**src/rtl/issue_hazard_ctrl_pkg.sv**
```systemverilog
// Shared pipeline constants for the issue-stage hazard controller:
// FSM encodings, default parameters and register-file geometry.
package issue_hazard_ctrl_pkg;

  localparam int unsigned REG_AW           = 5;
  localparam int unsigned NUM_REGS         = 32;
  localparam int unsigned LD_CNT_W         = 2;
  localparam int unsigned FLUSH_CNT_W      = 2;
  localparam int unsigned DEF_MAX_LD_OUT   = 2;
  localparam int unsigned DEF_FLUSH_CYCLES = 2;

  typedef enum logic [1:0] {
    ST_RUN   = 2'b00,
    ST_STALL = 2'b01,
    ST_FLUSH = 2'b10
  } pipe_state_e;

  // One-hot mask selecting a single architectural register.
  function automatic logic [NUM_REGS-1:0] reg_mask(input logic [REG_AW-1:0] idx);
    return NUM_REGS'(1) << idx;
  endfunction

endpackage

```
**src/rtl/issue_scoreboard.sv**
```systemverilog
// Pending-load scoreboard: one bit per destination register plus a count
// of outstanding loads. x0 is never tracked.
module issue_scoreboard
  import issue_hazard_ctrl_pkg::*;
#(
  parameter int unsigned MAX_LD_OUT = DEF_MAX_LD_OUT
) (
  input  logic                clk,
  input  logic                reset,
  input  logic                i_set_en,
  input  logic [REG_AW-1:0]   i_set_rd,
  input  logic                i_clr_en,
  input  logic [REG_AW-1:0]   i_clr_rd,
  output logic [NUM_REGS-1:0] o_sb,
  output logic [LD_CNT_W-1:0] o_ld_cnt
);

  logic [NUM_REGS-1:0] r_sb;
  logic [LD_CNT_W-1:0] r_ld_cnt;
  logic                w_set;
  logic                w_clr;
  logic [NUM_REGS-1:0] w_sb_nxt;
  logic [LD_CNT_W-1:0] w_cnt_nxt;

  assign w_set = i_set_en && (i_set_rd != '0);
  // Completions for registers with no pending load are ignored.
  assign w_clr = i_clr_en && (i_clr_rd != '0) && r_sb[i_clr_rd];

  always_comb begin
    w_sb_nxt  = r_sb;
    w_cnt_nxt = r_ld_cnt;
    if (w_set) w_sb_nxt = w_sb_nxt | reg_mask(i_set_rd);
    if (w_clr) w_sb_nxt = w_sb_nxt & ~reg_mask(i_clr_rd);
    if (w_set && !w_clr && (r_ld_cnt < LD_CNT_W'(MAX_LD_OUT)))
      w_cnt_nxt = r_ld_cnt + LD_CNT_W'(1);
    else if (w_clr && !w_set && (r_ld_cnt != '0))
      w_cnt_nxt = r_ld_cnt - LD_CNT_W'(1);
  end

  always_ff @(posedge clk or negedge reset) begin
    if (!reset) begin
      r_sb     <= '0;
      r_ld_cnt <= '0;
    end else begin
      r_sb     <= w_sb_nxt;
      r_ld_cnt <= w_cnt_nxt;
    end
  end

  assign o_sb     = r_sb;
  assign o_ld_cnt = r_ld_cnt;

endmodule

```
**src/rtl/issue_hazard_ctrl.sv**
```systemverilog
// Issue-stage hazard controller: RAW/WAW/load-capacity interlock against a
// pending-load scoreboard, plus redirect flush sequencing.
module issue_hazard_ctrl
  import issue_hazard_ctrl_pkg::*;
#(
  parameter int unsigned MAX_LD_OUT   = DEF_MAX_LD_OUT,
  parameter int unsigned FLUSH_CYCLES = DEF_FLUSH_CYCLES
) (
  input  logic                clk,
  input  logic                reset,
  input  logic                valid_is_i,
  input  logic [REG_AW-1:0]   rs1_is_i,
  input  logic [REG_AW-1:0]   rs2_is_i,
  input  logic [REG_AW-1:0]   rd_is_i,
  input  logic                rs1_used_is_i,
  input  logic                rs2_used_is_i,
  input  logic                rf_en_is_i,
  input  logic                ld_is_i,
  input  logic                ld_done_i,
  input  logic [REG_AW-1:0]   ld_rd_i,
  input  logic                redirect_i,
  output logic                stall_o,
  output logic                valid_ex_pipe_o,
  output logic                clr_ex_o,
  output logic                flush_is_o,
  output logic [NUM_REGS-1:0] sb_o,
  output logic [LD_CNT_W-1:0] ld_cnt_o,
  output logic [1:0]          state_o
);

  pipe_state_e            r_state;
  logic [FLUSH_CNT_W-1:0] r_fcnt;
  logic [NUM_REGS-1:0]    w_sb;
  logic [LD_CNT_W-1:0]    w_ld_cnt;
  logic                   w_hazard;
  logic                   w_in_flush;
  logic                   w_issue;
  logic                   w_stall;

  // Hazards see only the registered scoreboard, so a same-cycle completion
  // releases the interlock one cycle later.
  assign w_hazard = (rs1_used_is_i && (rs1_is_i != '0) && w_sb[rs1_is_i])
                 || (rs2_used_is_i && (rs2_is_i != '0) && w_sb[rs2_is_i])
                 || (rf_en_is_i && (rd_is_i != '0) && w_sb[rd_is_i])
                 || (ld_is_i && (w_ld_cnt == LD_CNT_W'(MAX_LD_OUT)));

  assign w_in_flush = (r_state == ST_FLUSH);
  assign w_issue    = valid_is_i && !w_hazard && !redirect_i && !w_in_flush;
  assign w_stall    = valid_is_i && w_hazard && !redirect_i && !w_in_flush;

  issue_scoreboard #(
    .MAX_LD_OUT (MAX_LD_OUT)
  ) u_sb (
    .clk      (clk),
    .reset    (reset),
    .i_set_en (w_issue && ld_is_i),
    .i_set_rd (rd_is_i),
    .i_clr_en (ld_done_i),
    .i_clr_rd (ld_rd_i),
    .o_sb     (w_sb),
    .o_ld_cnt (w_ld_cnt)
  );

  // Redirect wins from any state and (re)arms the bubble counter.
  always_ff @(posedge clk or negedge reset) begin
    if (!reset) begin
      r_state <= ST_RUN;
      r_fcnt  <= '0;
    end else if (redirect_i) begin
      r_state <= ST_FLUSH;
      r_fcnt  <= FLUSH_CNT_W'(FLUSH_CYCLES - 1);
    end else begin
      case (r_state)
        ST_RUN:   if (w_stall) r_state <= ST_STALL;
        ST_STALL: if (w_issue || !valid_is_i) r_state <= ST_RUN;
        ST_FLUSH: begin
          if (r_fcnt == '0) r_state <= ST_RUN;
          else              r_fcnt  <= r_fcnt - FLUSH_CNT_W'(1);
        end
        default:  r_state <= ST_RUN;
      endcase
    end
  end

  assign stall_o         = w_stall;
  assign valid_ex_pipe_o = w_issue;
  assign clr_ex_o        = redirect_i || w_in_flush;
  assign flush_is_o      = redirect_i || w_in_flush;
  assign sb_o            = w_sb;
  assign ld_cnt_o        = w_ld_cnt;
  assign state_o         = r_state;

endmodule
```
**config.mk**
```make
export PLATFORM = sky130hd
export DESIGN_NAME = issue_hazard_ctrl
export DESIGN_NICKNAME = d
export VERILOG_FILES = /design/src/rtl/issue_hazard_ctrl_pkg.sv /design/src/rtl/issue_scoreboard.sv /design/src/rtl/issue_hazard_ctrl.sv
export SDC_FILE = /design/constraint.sdc
export NUM_CORES = 1
export LEC_CHECK = 0
export CORE_AREA = 2 2 91 93
export CTS_CLUSTER_DIAMETER = 60
export DETAILED_ROUTE_END_ITERATION = 16
export DIE_AREA = 0 0 93 95
export PLACE_DENSITY_LB_ADDON = 0.25
export SYNTH_ARGS = -nofsm -noshare
export SYNTH_HDL_FRONTEND = slang
export SYNTH_SLANG_ARGS = --single-unit
```
**constraint.sdc**
```tcl
create_clock -name clk -period 5.4 [get_ports clk]
set_clock_uncertainty 0.05 [all_clocks]
set_input_delay 1.08 -clock clk [delete_from_list [all_inputs] [get_ports clk]]
set_output_delay 1.08 -clock clk [all_outputs]
set_load 0.03 [all_outputs]
```
==> flow_summary.json, run 1 <==
{
  "status": "complete, no violations",
  "register_area_um2": 950.9,
  "synth_nets": 351,
  "first_global_vias": 3004,
  "hold_ws_ns": 0.4241,
  "report.final.slew_viol_count": 0,
  "multi_input_area_mm2": 0.001918,
  "cp-start-kind": "input port",
  "synthMuxAreaShare_pct": 24.11,
  "cts_num_sinks": 38,
  "ys_seq_area_share_pct": 31.01,
  "dr.first_iter.drc_count": 255,
  "synthFlopType": "dfrtp_1",
  "max_freq_ghz": 0.1943,
  "dpl.hpwl_um": 7460,
  "tightest_slew_ns": 0.9553,
  "wl_per_cell_um": 21.72,
  "synth_top_cell_by_area": "dfrtp_1",
  "yosys-top-cells-area": "dfrtp_1, mux4_2, a31oi_1, mux2i_1, nor2_1",
  "final_area_mm2": 0.003861,
  "crit_type": "in2out",
  "p_comb_share_pct": 34.6,
  "dr.pass1.iters": 5,
  "num_rows": 33,
  "setup_viol": 0,
  "intPower_w": 0.0005376,
  "crit_fanout": 7,
  "mappedNetlistArea_mm2": 0.003067,
  "clk-insertion-delay-late_ns": 0.29,
  "overflow": 0,
  "synth_top_family_by_area": "multiplexers",
  "async_reset_ff_share_pct": 100.0,
  "design.die.area_mm2": 0.008835,
  "cts_buffer_depth": 2,
  "final.setup.worst_slack_ns": 0.2529,
  "antenna_found_initial": 0,
  "synthXorXnorAreaFrac_pct": 0.2856,
  "cts_resized": 0,
  "tns_ns": 0,
  "drc_errors": 0,
  "hold_class": "reg2reg",
  "synth_compound_area_share_pct": 19.79,
  "fill_cells": 777,
  "cts_tree": "done",
  "layoutNonFillerInstCount": 479,
  "grt_first_pass_wirelength_um": 16620,
  "ys_types": 52,
  "placedCellCount": 473,
  "switching_share_pct": 35.65,
  "grt_usage_pct": 24.59,
  "yosysMostFrequentCell": "a31oi_1",
  "synth_top_area_share_pct": 31.01,
  "fin_crit_sh_pct": 95.32,
  "arrival_ns": 4.02,
  "cts_buffers": 5,
  "maxSlewHeadroom_pct": 36.12,
  "initial_core_util_pct": 38.68,
  "cp_data_required_time_ns": 4.27,
  "die_w_um": 93,
  "clk_pin_slew_worst_paths_ns": 0.07,
  "postCtsSetupBuffers": 0,
  "fin_nets": 405,
  "root_buffer": "clkbuf_8",
  "die_h_um": 95,
  "leakage_nw": 1.512,
  "ys_ff_latch": 38,
  "synthAdderAreaFrac_pct": 0.4080,
  "place_area_mm2": 0.003779,
  "seqPwrFrac_pct": 42.0,
  "p_sw_w": 0.0002979,
  "finalCriticalPeriod_ns": 5.147,
  "syn_avg_cell_area_um2": 9.554,
  "totalWireLength_um": 10410,
  "diodes": 0,
  "hold_buffers": 0,
  "synth_edf_count": 0,
  "areaGrowthSynthToFinish_pct": 25.91,
  "netlist_top_cells_count": "a31oi_1, nor2_1, dfrtp_1, a21oi_1, mux4_2",
  "ant_nets": 0,
  "pre_cts_ws_ns": 0.2683,
  "dr_total_vias": 3045,
  "clkPwrFrac_pct": 23.5,
  "vias_per_cell": 6.357,
  "finalHoldViolCount": 0,
  "gp_congestion": 0.9426,
  "rsz0062_at_grt": "no",
  "h-tree-depth": 2,
  "pin_count": 69,
  "postSynthCellCount": 321,
  "synth-simple-area-share_pct": 17.95,
  "cp-end-kind": "output pin",
  "grt_max_degree": 39,
  "ys_warn_count": 0,
  "io_buffers": 68,
  "power_density_mw_per_mm2": 216.4,
  "drive_gt1_share_pct": 12.83,
  "core-area_mm2": 0.007928,
  "ir_drop_uv": 115.8,
  "drv_cap": 0
}
layer usage:
layer / vias up / part of all wire, % / track usage, %
li1: 1352 / - / -
met1: 1490 / 43 / 34.63
met2: 174 / 46 / 39.01
met3: 29 / 7.6 / 2.713
met4: 0 / 2.9 / 9.681
met5: - / 0 / 0
power by group through the flow:
stage	clock network, W	logic, W	registers, W
CTS	0.000200	0.000289	0.000349
global placement	0	0.000284	0.000354
finish	0.000196	0.000289	0.000351
floorplan	0	0.000153	0.000374
global route	0.000211	0.000312	0.000353
detailed placement	0	0.000288	0.000354
per-stage QoR:
step                power (W)  util, %
global route        0.0008758    48.71
global placement    0.0006381    47.66
detailed placement  0.0006418    47.66
finish              0.0008354    48.71
CTS                 0.0008382    48.71
floorplan           0.0005271        -
path summary, 6_finish.rpt:
path,from,end,slack [ns],cells past startpoint
max in group asynchronous,reset,u_sb.o_sb[23],3.88,1
worst min register to register,state_o[1],state_o[0],0.42,1
min in group asynchronous,reset,u_sb.o_sb[7],0.86,1
worst min-delay path,state_o[1],state_o[0],0.42,1
worst max register to register,u_sb.o_sb[5],u_sb.o_ld_cnt[0],2.66,7
worst max-delay path,rs1_is_i[0],stall_o,0.25,9
layout by cell type, fill, tap and decap left out, types with 11 or more instances in the layout:
cell,n
clkdlybuf4s50_1,66
a31oi_1,40
nor2_1,39
dfrtp_1,38
a21oi_1,25
mux4_2,21
mux2i_1,18
nand2_1,12
nand3_1,12
buf_4,12
nor3_1,11
logic make-up (layout without fill, tap and decap cells):
group                    Yosys count  count (layout)
AO/OA/AOI/OAI                     92              92
flip-flops                        38              38
adder cells (fa/ha/maj)            1               1
AND/OR/NAND/NOR                  107             107
buffers and inverters             38              91
XOR/XNOR                           1               1
multiplexers                      44              44
final cells by class:
class                      count  share of cell area, %
tap                          105                  3.402
clock buffer                   6                  2.139
inverter                       6                 0.5833
multi-input combinational    245                  49.68
sequential                    38                  24.63
timing repair buffer          79                  19.57
registers in the layout, indices dropped and copies added (netlist names):
signal / count
state_o: 2
u_sb.o_sb: 32
r_fcnt: 2
u_sb.o_ld_cnt: 2
critical path, stage by stage:
cell and delay (ns):
clkdlybuf4s50_1 0.74, mux4_2 0.55, a22oi_1 0.19, nand3_1 0.12, a22oi_1 0.19, o221a_1 0.29
o21a_1 0.20, nor2_1 0.05, clkdlybuf4s50_1 0.59
No activity file was read; power rests on OpenSTA's default activity.
==> run 2: changes to the inputs <==
==> constraint.sdc (replaced) <==
create_clock -name clk -period 5.65 [get_ports clk]
set_clock_uncertainty 0.05 [all_clocks]
set_input_delay 1.13 -clock clk [delete_from_list [all_inputs] [get_ports clk]]
set_output_delay 1.13 -clock clk [all_outputs]
set_load 0.03 [all_outputs]
==> flow_summary.json, run 2 (same netlist as run 1, synthesis figures left out) <==
{
  "r2r_start": "u_sb.o_sb[21]",
  "cts_buffer_depth": 2,
  "crit_end": "stall_o",
  "diodes": 0,
  "status": "complete, no violations",
  "final_cell_mix": "clkdlybuf4s50_1, a31oi_1, nor2_1",
  "grt_usage_pct": 24.14,
  "clk-insertion-delay-late_ns": 0.30,
  "postCtsSetupBuffers": 0,
  "drc_errors": 0,
  "root_buffer": "clkbuf_8",
  "grt_max_degree": 39,
  "p_sw_w": 0.0002924,
  "hold_depth": 1,
  "worstReg2RegEnd": "u_sb.o_sb[16]",
  "drv_cap": 0,
  "die_h_um": 95,
  "reg2reg_slack_ns": 2.78,
  "tns_ns": 0,
  "path_cells": "clkdlybuf4s50_1, mux4_2, a22oi_1, nand3_1, a22oi_1, o221a_1, o21a_1, nor2_1, clkdlybuf4s50_1",
  "switching_share_pct": 34.77,
  "clk_pin_slew_worst_paths_ns": 0.07,
  "h-tree-depth": 2,
  "layoutNonFillerInstCount": 478,
  "leakage_nw": 1.511,
  "ir_drop_uv": 167.0,
  "gp_congestion": 0.9223,
  "design.die.area_mm2": 0.008835,
  "fill_cells": 762,
  "seqPwrFrac_pct": 39.8,
  "dr.first_iter.drc_count": 316,
  "power_density_mw_per_mm2": 217.6,
  "fin_nets": 402,
  "antenna_found_initial": 0,
  "crit_type": "in2out",
  "grt_first_pass_wirelength_um": 16260,
  "cp-start-kind": "input port",
  "largest_register_ffs": 32,
  "crit_slowest_cell": "clkdlybuf4s50_1",
  "totalWireLength_um": 10410,
  "cp-end-kind": "output pin",
  "ant_nets": 0,
  "critPathLaunch": "rs1_is_i[0]",
  "final.setup.worst_slack_ns": 0.3147,
  "hold_buffers": 0,
  "cts_num_sinks": 38,
  "clkPwrFrac_pct": 27.4,
  "overflow": 0,
  "core-area_mm2": 0.007928,
  "cts_tree": "done",
  "finalCriticalPeriod_ns": 5.335,
  "die_w_um": 93,
  "cts_buffers": 5,
  "arrival_ns": 4.16,
  "dr_total_vias": 3075,
  "io_buffers": 68,
  "vias_per_cell": 6.433,
  "cp_num_buf_inv": 2,
  "cp_top_family": "buffers and inverters",
  "dpl.hpwl_um": 7345,
  "drive_gt1_share_pct": 12.60,
  "pre_cts_ws_ns": 0.3031,
  "areaGrowthSynthToFinish_pct": 26.03,
  "cts_resized": 0,
  "final_common_cell": "clkdlybuf4s50_1",
  "setup_viol": 0,
  "rsz0062_at_grt": "no",
  "first_global_vias": 2988,
  "maxSlewHeadroom_pct": 42.54,
  "intPower_w": 0.0005485,
  "crit_fanout": 9,
  "fin_total_pwr_w": 0.0008409,
  "max_freq_ghz": 0.1874,
  "pin_count": 69,
  "initial_core_util_pct": 38.68,
  "slowest_delay_ns": 0.84,
  "path_depth": 9,
  "finalHoldViolCount": 0,
  "tightest_slew_ns": 0.8620,
  "p_comb_share_pct": 32.8,
  "report.final.slew_viol_count": 0,
  "r2r_cells": 8,
  "num_rows": 33,
  "wl_per_cell_um": 21.77,
  "placedCellCount": 470,
  "hold_class": "reg2reg",
  "dr.pass1.iters": 5,
  "fin_crit_sh_pct": 94.43,
  "cp_data_required_time_ns": 4.47
}
run 2: changes by cell type in the layout (fill, tap and decap cells not counted), sizes merged:
| cell | previous run | this run |
|---|---|---|
| buf | 13 | 10 |
| clkinv | 0 | 2 |
| clkbuf | 6 | 5 |
| bufinv | 0 | 1 |
run 2: metal layers:
metal,wire (um),up-vias,GRT usage [%],part of all wire [%]
li1,-,1344,-,-
met1,4378,1506,33.25,42
met2,4833,203,37.56,46
met3,937,22,4.789,9.0
met4,257,0,9.681,2.5
met5,0,-,0,0
run 2: final cells by class:
cell class              instances  area [um^2]  share of cell area (%)
multi-input cells             245         1918                   49.63
flip-flops and latches         38        950.9                   24.60
repair buffers                 76        733.2                   18.97
well taps                     105        131.4                   3.399
clock buffers                   5        68.82                   1.781
clock inverters                 3        40.04                   1.036
inverters                       6        22.52                  0.5827
run 2: worst min path at each step:
| stage | from | endpoint | slack, ns |
|---|---|---|---|
| after floorplan | r_fcnt[0] | r_fcnt[0] | 0.44 |
| after global placement | state_o[1] | state_o[0] | 0.42 |
| after detailed placement | state_o[1] | state_o[0] | 0.42 |
| after CTS | state_o[1] | state_o[0] | 0.43 |
| after global routing | state_o[1] | state_o[0] | 0.45 |
| final | state_o[1] | state_o[0] | 0.43 |
run 2: power groups by stage:
stage | sequential (W) | combinational (W) | clock (W)
2_1_floorplan | 0.000357 | 0.000147 | 0
3_3_place_gp | 0.000338 | 0.000270 | 0
3_5_place_dp | 0.000339 | 0.000274 | 0
4_1_cts | 0.000334 | 0.000276 | 0.000236
5_1_grt | 0.000338 | 0.000299 | 0.000245
6_report | 0.000335 | 0.000276 | 0.000230
run 2: stage by stage:
step	area (um^2)	hold slack (ns)	utilization [%]
5_1_grt	3865	0.4466	48.75
4_1_cts	3865	0.4301	48.75
3_5_place_dp	3756	0.4154	47.38
2_1_floorplan	3067	0.4418	-
3_3_place_gp	3756	0.4194	47.38
6_report	3865	0.4310	48.75
